==> src/rtl/sd_dma_pkg.sv <==
// Shared types and constants for the SD host DMA bus initiator.
// Holds the FSM state encoding, default widths and the transfer-direction codes.
package sd_dma_pkg;

   localparam int DEF_ADDR_W = 17;
   localparam int DEF_LEN_W  = 16;

   localparam logic DIR_RD = 1'b0;
   localparam logic DIR_WR = 1'b1;

   typedef enum logic [2:0] {
      ST_IDLE,
      ST_ISSUE,
      ST_ACK,
      ST_WAIT,
      ST_DRAIN
   } state_t;

   // Offset step for circular buffers; wrap == 0 means linear addressing.
   function automatic logic [31:0] wrap_inc(input logic [31:0] off, input logic [31:0] wrap);
      return (wrap != 32'd0 && off == wrap - 32'd1) ? 32'd0 : off + 32'd1;
   endfunction

endpackage

==> src/rtl/sd_dma_hold.sv <==
// One-entry holding register for bytes fetched from memory.
// Presents the byte on a valid/ready stream until the consumer takes it.
module sd_dma_hold (
   input  logic       bus_clk,
   input  logic       rst,
   input  logic       load,
   input  logic [7:0] load_data,
   output logic [7:0] dout,
   output logic       dout_valid,
   input  logic       dout_ready
);

   always_ff @(posedge bus_clk) begin
      // NOTE: the data byte is reset as well, so dout reads 0 until the first fetch.
      if (rst) begin
         dout       <= 8'h00;
         dout_valid <= 1'b0;
      end else if (load) begin
         dout       <= load_data;
         dout_valid <= 1'b1;
      end else if (dout_valid && dout_ready) begin
         dout_valid <= 1'b0;
      end
   end

endmodule

==> src/rtl/sd_dma_master.sv <==
// Single-outstanding byte-bus initiator moving bytes between memory and the
// SDIO data streams, with circular-buffer addressing and a transaction timeout.
module sd_dma_master
   import sd_dma_pkg::*;
#(
   parameter int ADDR_W  = DEF_ADDR_W,
   parameter int LEN_W   = DEF_LEN_W,
   parameter int TIMEOUT = 255
) (
   input  logic              bus_clk,
   input  logic              rst,
   input  logic              start,
   input  logic              cfg_dir,
   input  logic [ADDR_W-1:0] cfg_addr,
   input  logic [LEN_W-1:0]  cfg_len,
   input  logic [LEN_W-1:0]  cfg_wrap,
   input  logic              abort,
   output logic [7:0]        dout,
   output logic              dout_valid,
   input  logic              dout_ready,
   input  logic [7:0]        din,
   input  logic              din_valid,
   output logic              din_ready,
   output logic              busy,
   output logic              done,
   output logic              err,
   output logic              bus_rd,
   output logic              bus_wr,
   output logic [ADDR_W-1:0] bus_addr,
   output logic [7:0]        bus_wdata,
   input  logic              bus_ready,
   input  logic              bus_rdata_ready,
   input  logic [7:0]        bus_rdata
);

   localparam int TW = $clog2(TIMEOUT + 1);

   state_t            state, state_nx;
   logic              dir_q;
   logic [ADDR_W-1:0] addr_q;
   logic [LEN_W-1:0]  len_q, wrap_q, offset, count;
   logic [TW-1:0]     tcnt;
   logic              abort_q;
   logic [7:0]        wdata_q;
   logic              accept, issue, complete, abort_now, last, tmo, hold_space, hold_load;

   assign busy       = (state != ST_IDLE);
   assign accept     = start && (state == ST_IDLE);
   assign abort_now  = abort || abort_q;
   // A byte leaving the hold register this cycle frees it for the next fetch.
   assign hold_space = !dout_valid || dout_ready;
   assign last       = ((count + LEN_W'(1)) == len_q);
   assign complete   = (state == ST_WAIT) && ((dir_q == DIR_WR) ? bus_ready : bus_rdata_ready);
   assign tmo        = (state == ST_WAIT) && !complete && (tcnt == TW'(TIMEOUT - 1));
   assign hold_load  = complete && (dir_q == DIR_RD);
   assign bus_addr   = addr_q + ADDR_W'(offset);
   assign bus_wdata  = bus_wr ? din : wdata_q;

   always_ff @(posedge bus_clk) begin
      if (rst) state <= ST_IDLE;
      else     state <= state_nx;
   end

   always_comb begin
      // NOTE: every output of this block is defaulted first, so no latch can be inferred.
      state_nx  = state;
      bus_rd    = 1'b0;
      bus_wr    = 1'b0;
      din_ready = 1'b0;
      issue     = 1'b0;
      case (state)
         ST_IDLE:  if (accept && cfg_len != '0) state_nx = ST_ISSUE;
         ST_ISSUE: begin
            if (abort_now) begin
               state_nx = ST_IDLE;
            end else if (bus_ready) begin
               if (dir_q == DIR_RD && hold_space) begin
                  bus_rd   = 1'b1;
                  issue    = 1'b1;
                  state_nx = ST_ACK;
               end else if (dir_q == DIR_WR && din_valid) begin
                  bus_wr    = 1'b1;
                  din_ready = 1'b1;
                  issue     = 1'b1;
                  state_nx  = ST_ACK;
               end
            end
         end
         ST_ACK:   state_nx = ST_WAIT;
         ST_WAIT: begin
            if (complete)  state_nx = (last || abort_now) ? ST_DRAIN : ST_ISSUE;
            else if (tmo)  state_nx = ST_IDLE;
         end
         ST_DRAIN: if (!dout_valid) state_nx = ST_IDLE;
         default:  state_nx = ST_IDLE;
      endcase
   end

   always_ff @(posedge bus_clk) begin
      if (rst) begin
         dir_q   <= DIR_RD;
         addr_q  <= '0;
         len_q   <= '0;
         wrap_q  <= '0;
         offset  <= '0;
         count   <= '0;
         tcnt    <= '0;
         abort_q <= 1'b0;
         wdata_q <= 8'h00;
         done    <= 1'b0;
         err     <= 1'b0;
      end else begin
         done <= 1'b0;
         if (accept) begin
            dir_q   <= cfg_dir;
            addr_q  <= cfg_addr;
            len_q   <= cfg_len;
            wrap_q  <= cfg_wrap;
            offset  <= '0;
            count   <= '0;
            err     <= 1'b0;
            abort_q <= 1'b0;
            done    <= (cfg_len == '0);
         end else if (busy && abort) begin
            abort_q <= 1'b1;
         end
         if (issue) begin
            tcnt <= '0;
            if (bus_wr) wdata_q <= din;
         end else if (state == ST_ACK || state == ST_WAIT) begin
            tcnt <= tcnt + TW'(1);
         end
         if (complete) begin
            offset <= LEN_W'(wrap_inc(32'(offset), 32'(wrap_q)));
            count  <= count + LEN_W'(1);
         end
         if (tmo) err <= 1'b1;
         // An aborted job drains silently; only a full-length job reports done.
         if (state == ST_DRAIN && !dout_valid) done <= !abort_now;
      end
   end

   sd_dma_hold u_hold (
      .bus_clk    (bus_clk),
      .rst        (rst),
      .load       (hold_load),
      .load_data  (bus_rdata),
      .dout       (dout),
      .dout_valid (dout_valid),
      .dout_ready (dout_ready)
   );

endmodule
==> config.mk <==
export PLATFORM = sky130hd
export DESIGN_NAME = sd_dma_master
export DESIGN_NICKNAME = d
export VERILOG_FILES = /design/src/rtl/sd_dma_pkg.sv /design/src/rtl/sd_dma_hold.sv /design/src/rtl/sd_dma_master.sv
export SDC_FILE = /design/constraint.sdc
export NUM_CORES = 1
export LEC_CHECK = 0
export CELL_PAD_IN_SITES_DETAIL_PLACEMENT = 1
export CELL_PAD_IN_SITES_GLOBAL_PLACEMENT = 1
export CORE_ASPECT_RATIO = 0.8
export CORE_MARGIN = 2
export CORE_UTILIZATION = 26
export CTS_CLUSTER_DIAMETER = 100
export CTS_CLUSTER_SIZE = 10
export DETAILED_ROUTE_END_ITERATION = 8
export GPL_TIMING_DRIVEN = 1
export PLACE_DENSITY_LB_ADDON = 0.1
export SETUP_SLACK_MARGIN = 0.5
export SYNTH_ARGS = -nofsm -noshare
export SYNTH_HDL_FRONTEND = slang
export SYNTH_SLANG_ARGS = --single-unit
==> constraint.sdc <==
create_clock -name bus_clk -period 9.67 [get_ports bus_clk]
set_input_delay 2.4175 -clock bus_clk [delete_from_list [all_inputs] [get_ports bus_clk]]
set_output_delay 2.4175 -clock bus_clk [all_outputs]
set_load 0.05 [all_outputs]
==> metrics.txt <==
Via-to-Cell Ratio 4.86; GRT overflow 0; final wirelength 20700 um; Tcrit/Tclk final 0.772; R2R cell count 10; startpoint types input port; Worst-Skew Late Latency between 400 and 500 ps; Internal Pwr Total around 1000 uW; clock skew 9.18 ps; setup TNS 0 ps; H-tree depth 4; Area Overhead vs Synth 29.9%; first-pass GRT wire length ~34000 um; vias in the first global route ~6200; Worst-path clk slew 50 ps; TritonRoute pass-1 iters 4; mapped cell area 0.00661 mm2; Tot GR Track Use 0.159; top_reg_cell synth dfxtp_1; Worst R2R Setup Slack between 5000 and 6000 ps; Least-Margin Pin Slew 1100 ps; DP HPWL about 15000 um; Required @ worst endpoint 7250 ps; Die Span Y around 150 um; CTS tree built; Starting DRT DRC Count between 200 and 300; setup bufs post-CTS 0; diode count 0; ratio of cells with drive above 1 in the final layout 0.0682; largest net degree at the start of global routing 51; Worst Path Arrival 5040 ps; CP startpoint abort; Switching Share 0.275; hold buffer count at cts 0; Slew Limit Fails 0; Initial Util 0.263; Post-Place Cell Area 0.00797 mm2; hold path depth 2; commonest cells after routing, fill and taps aside nand2_1 (131), dfxtp_1 (113), clkdlybuf4s50_1 (112); Max-slew headroom 0.267; Syn Area/Cell a little under 8 um2; Design Area, Final 0.00859 mm2; Max FO, Critical Path 10; Post-synth EDFFs 0; max cap viols 0; I/O pin count 114; Hold Path Class flop to flop; DRC 0; Pleak 0.00328 uW; outcome finished clean; Syn Nets 933; reg-to-reg startpoint wrap_q[0]$_SDFFE_PP0P_; Final Wtd Congestion 0.766; Fin. Hold Viols 0; RSZ-0062 raised after global routing no; Clock power frac 0.471; utilization after layout 0.342; PD cells around 160 mW/mm2; async set-reset flop share out of synthesis 0; Syn Inst Count 837; Hold WS between 400 and 500 ps; fin crit period around 7500 ps; overall die width roughly 180 um; sequential share of the synthesized area 0.342; Avg WL per Cell 16.4 um; Post-CTS Resized 0; via count 6144; combinational share of power 0.168; final setup fails 0; Synth cell types 70; Fmax ~0.13 GHz; commonest non-fill, non-tap cell in the layout nand2_1; crit end category primary output; yosys warns 0; core region area ~0.025 mm2; fill count 2966; Inserted Clock Buffers 17; CTS max path bufs 2; antenna violations before repair 0; die area between 0.02 and 0.03 mm2; ANT nets after route 0; root buf cell clkbuf_16; Setup crit end bus_wdata[2]; FP Rows 52; kind of critical path input port to primary output; Seq cells post-synth between 100 and 150; reg-to-reg endpoint offset[5]$_SDFFE_PP0P_; fin nets a little over 1000; port bufs 113; CTS Sinks 113; worst IR drop on VDD 0.000126 V; Switching Power about 380 uW; Seq pwr share 0.361
## cells by family after synthesis
logic type,count (synthesis),share of synthesized area
xor+xnor,58,0.0768
buf+inv,71,0.0466
simple gates,348,0.262
flops,113,0.342
fa+ha+maj,22,0.0428
mux,22,0.0350
compound gates,203,0.195
## cells in the mapped netlist, drive strengths merged, types with 3 or more instances
cell / number / area (um2)
a2111oi: 3 / 51.3
a211oi: 5 / 37.5
a21o: 13 / 97.6
a21oi: 87 / 435
a22oi: 3 / 22.5
a311oi: 3 / 26.3
a31oi: 9 / 56.3
and2: 10 / 62.6
and3: 18 / 113
and4: 4 / 35.0
buf: 10 / 78.8
clkbuf: 38 / 143
dfxtp: 113 / 2260
ha: 21 / 263
inv: 23 / 86.3
mux2: 9 / 101
mux2i: 13 / 130
nand2: 132 / 495
nand2b: 5 / 38.8
nand3: 14 / 70.1
nand3b: 3 / 22.5
nand4: 11 / 68.8
nor2: 72 / 270
nor2b: 14 / 87.6
nor3: 17 / 85.1
nor3b: 16 / 120
nor4: 12 / 96.3
nor4b: 4 / 50.1
o2111ai: 5 / 43.8
o211ai: 5 / 37.5
o21a: 4 / 30.0
o21ai: 40 / 200
o41ai: 3 / 33.8
or2: 4 / 25.0
or3: 6 / 37.5
or4: 4 / 33.8
xnor2: 34 / 298
xor2: 24 / 210
## worst max-delay path, stage by stage
cell             delay (ps)
clkdlybuf4s50_1         440
nor2_1                  150
nor4b_1                 380
and3_1                  530
mux2_2                  410
clkdlybuf4s50_1         710
## how the worst min path moves through the flow
stage                             from                 endpoint  slack (ps)
2_1_floorplan   addr_q[0]$_SDFFE_PP0P_   addr_q[0]$_SDFFE_PP0P_         440
4_1_cts        addr_q[13]$_SDFFE_PP0P_  addr_q[13]$_SDFFE_PP0P_         460
6_report       addr_q[13]$_SDFFE_PP0P_  addr_q[13]$_SDFFE_PP0P_         460
5_1_grt         addr_q[4]$_SDFFE_PP0P_   addr_q[4]$_SDFFE_PP0P_         490
3_5_place_dp   addr_q[13]$_SDFFE_PP0P_  addr_q[13]$_SDFFE_PP0P_         460
3_3_place_gp   addr_q[13]$_SDFFE_PP0P_  addr_q[13]$_SDFFE_PP0P_         450
## layout make-up
class / instances / area [um2] / area share
inverters: 23 / 86.3 / 0.0101
repair buffers: 119 / 1170 / 0.137
clock inverters: 9 / 130 / 0.0152
clock buffers: 22 / 484 / 0.0564
flip-flops and latches: 113 / 2260 / 0.263
multi-input cells: 653 / 4050 / 0.471
well taps: 324 / 405 / 0.0472
## registers in the layout, indices dropped and copies added, names as in the netlist, 8 cells and up
signal and cells:
addr_q 17, count 16, len_q 16, offset 16, tcnt 8, u_hold.dout 8
wdata_q 8, wrap_q 16
## power by group through the flow
stage	combinational (uW)	clock (uW)	sequential, uW
4_1_cts	240	683	505
5_1_grt	261	704	508
2_1_floorplan	162	0	506
6_report	235	658	504
3_5_place_dp	239	0	515
3_3_place_gp	239	0	515
## stage by stage
step	setup WS, ps	power [uW]	std cells
2_1_floorplan	2830	668	837
3_3_place_gp	2290	753	1232
3_5_place_dp	2190	754	1232
4_1_cts	2180	1430	1263
5_1_grt	1960	1470	1263
6_report	2210	1400	1263
## layer usage
layer | vias up | global-route usage | share of wire
met5 | - | 0 | 0
met4 | 0 | 0.0339 | 0.0077
met3 | 16 | 0.0412 | 0.043
met2 | 96 | 0.250 | 0.44
met1 | 2897 | 0.219 | 0.51
li1 | 3135 | - | -
Power figures use the tool's default switching activity.
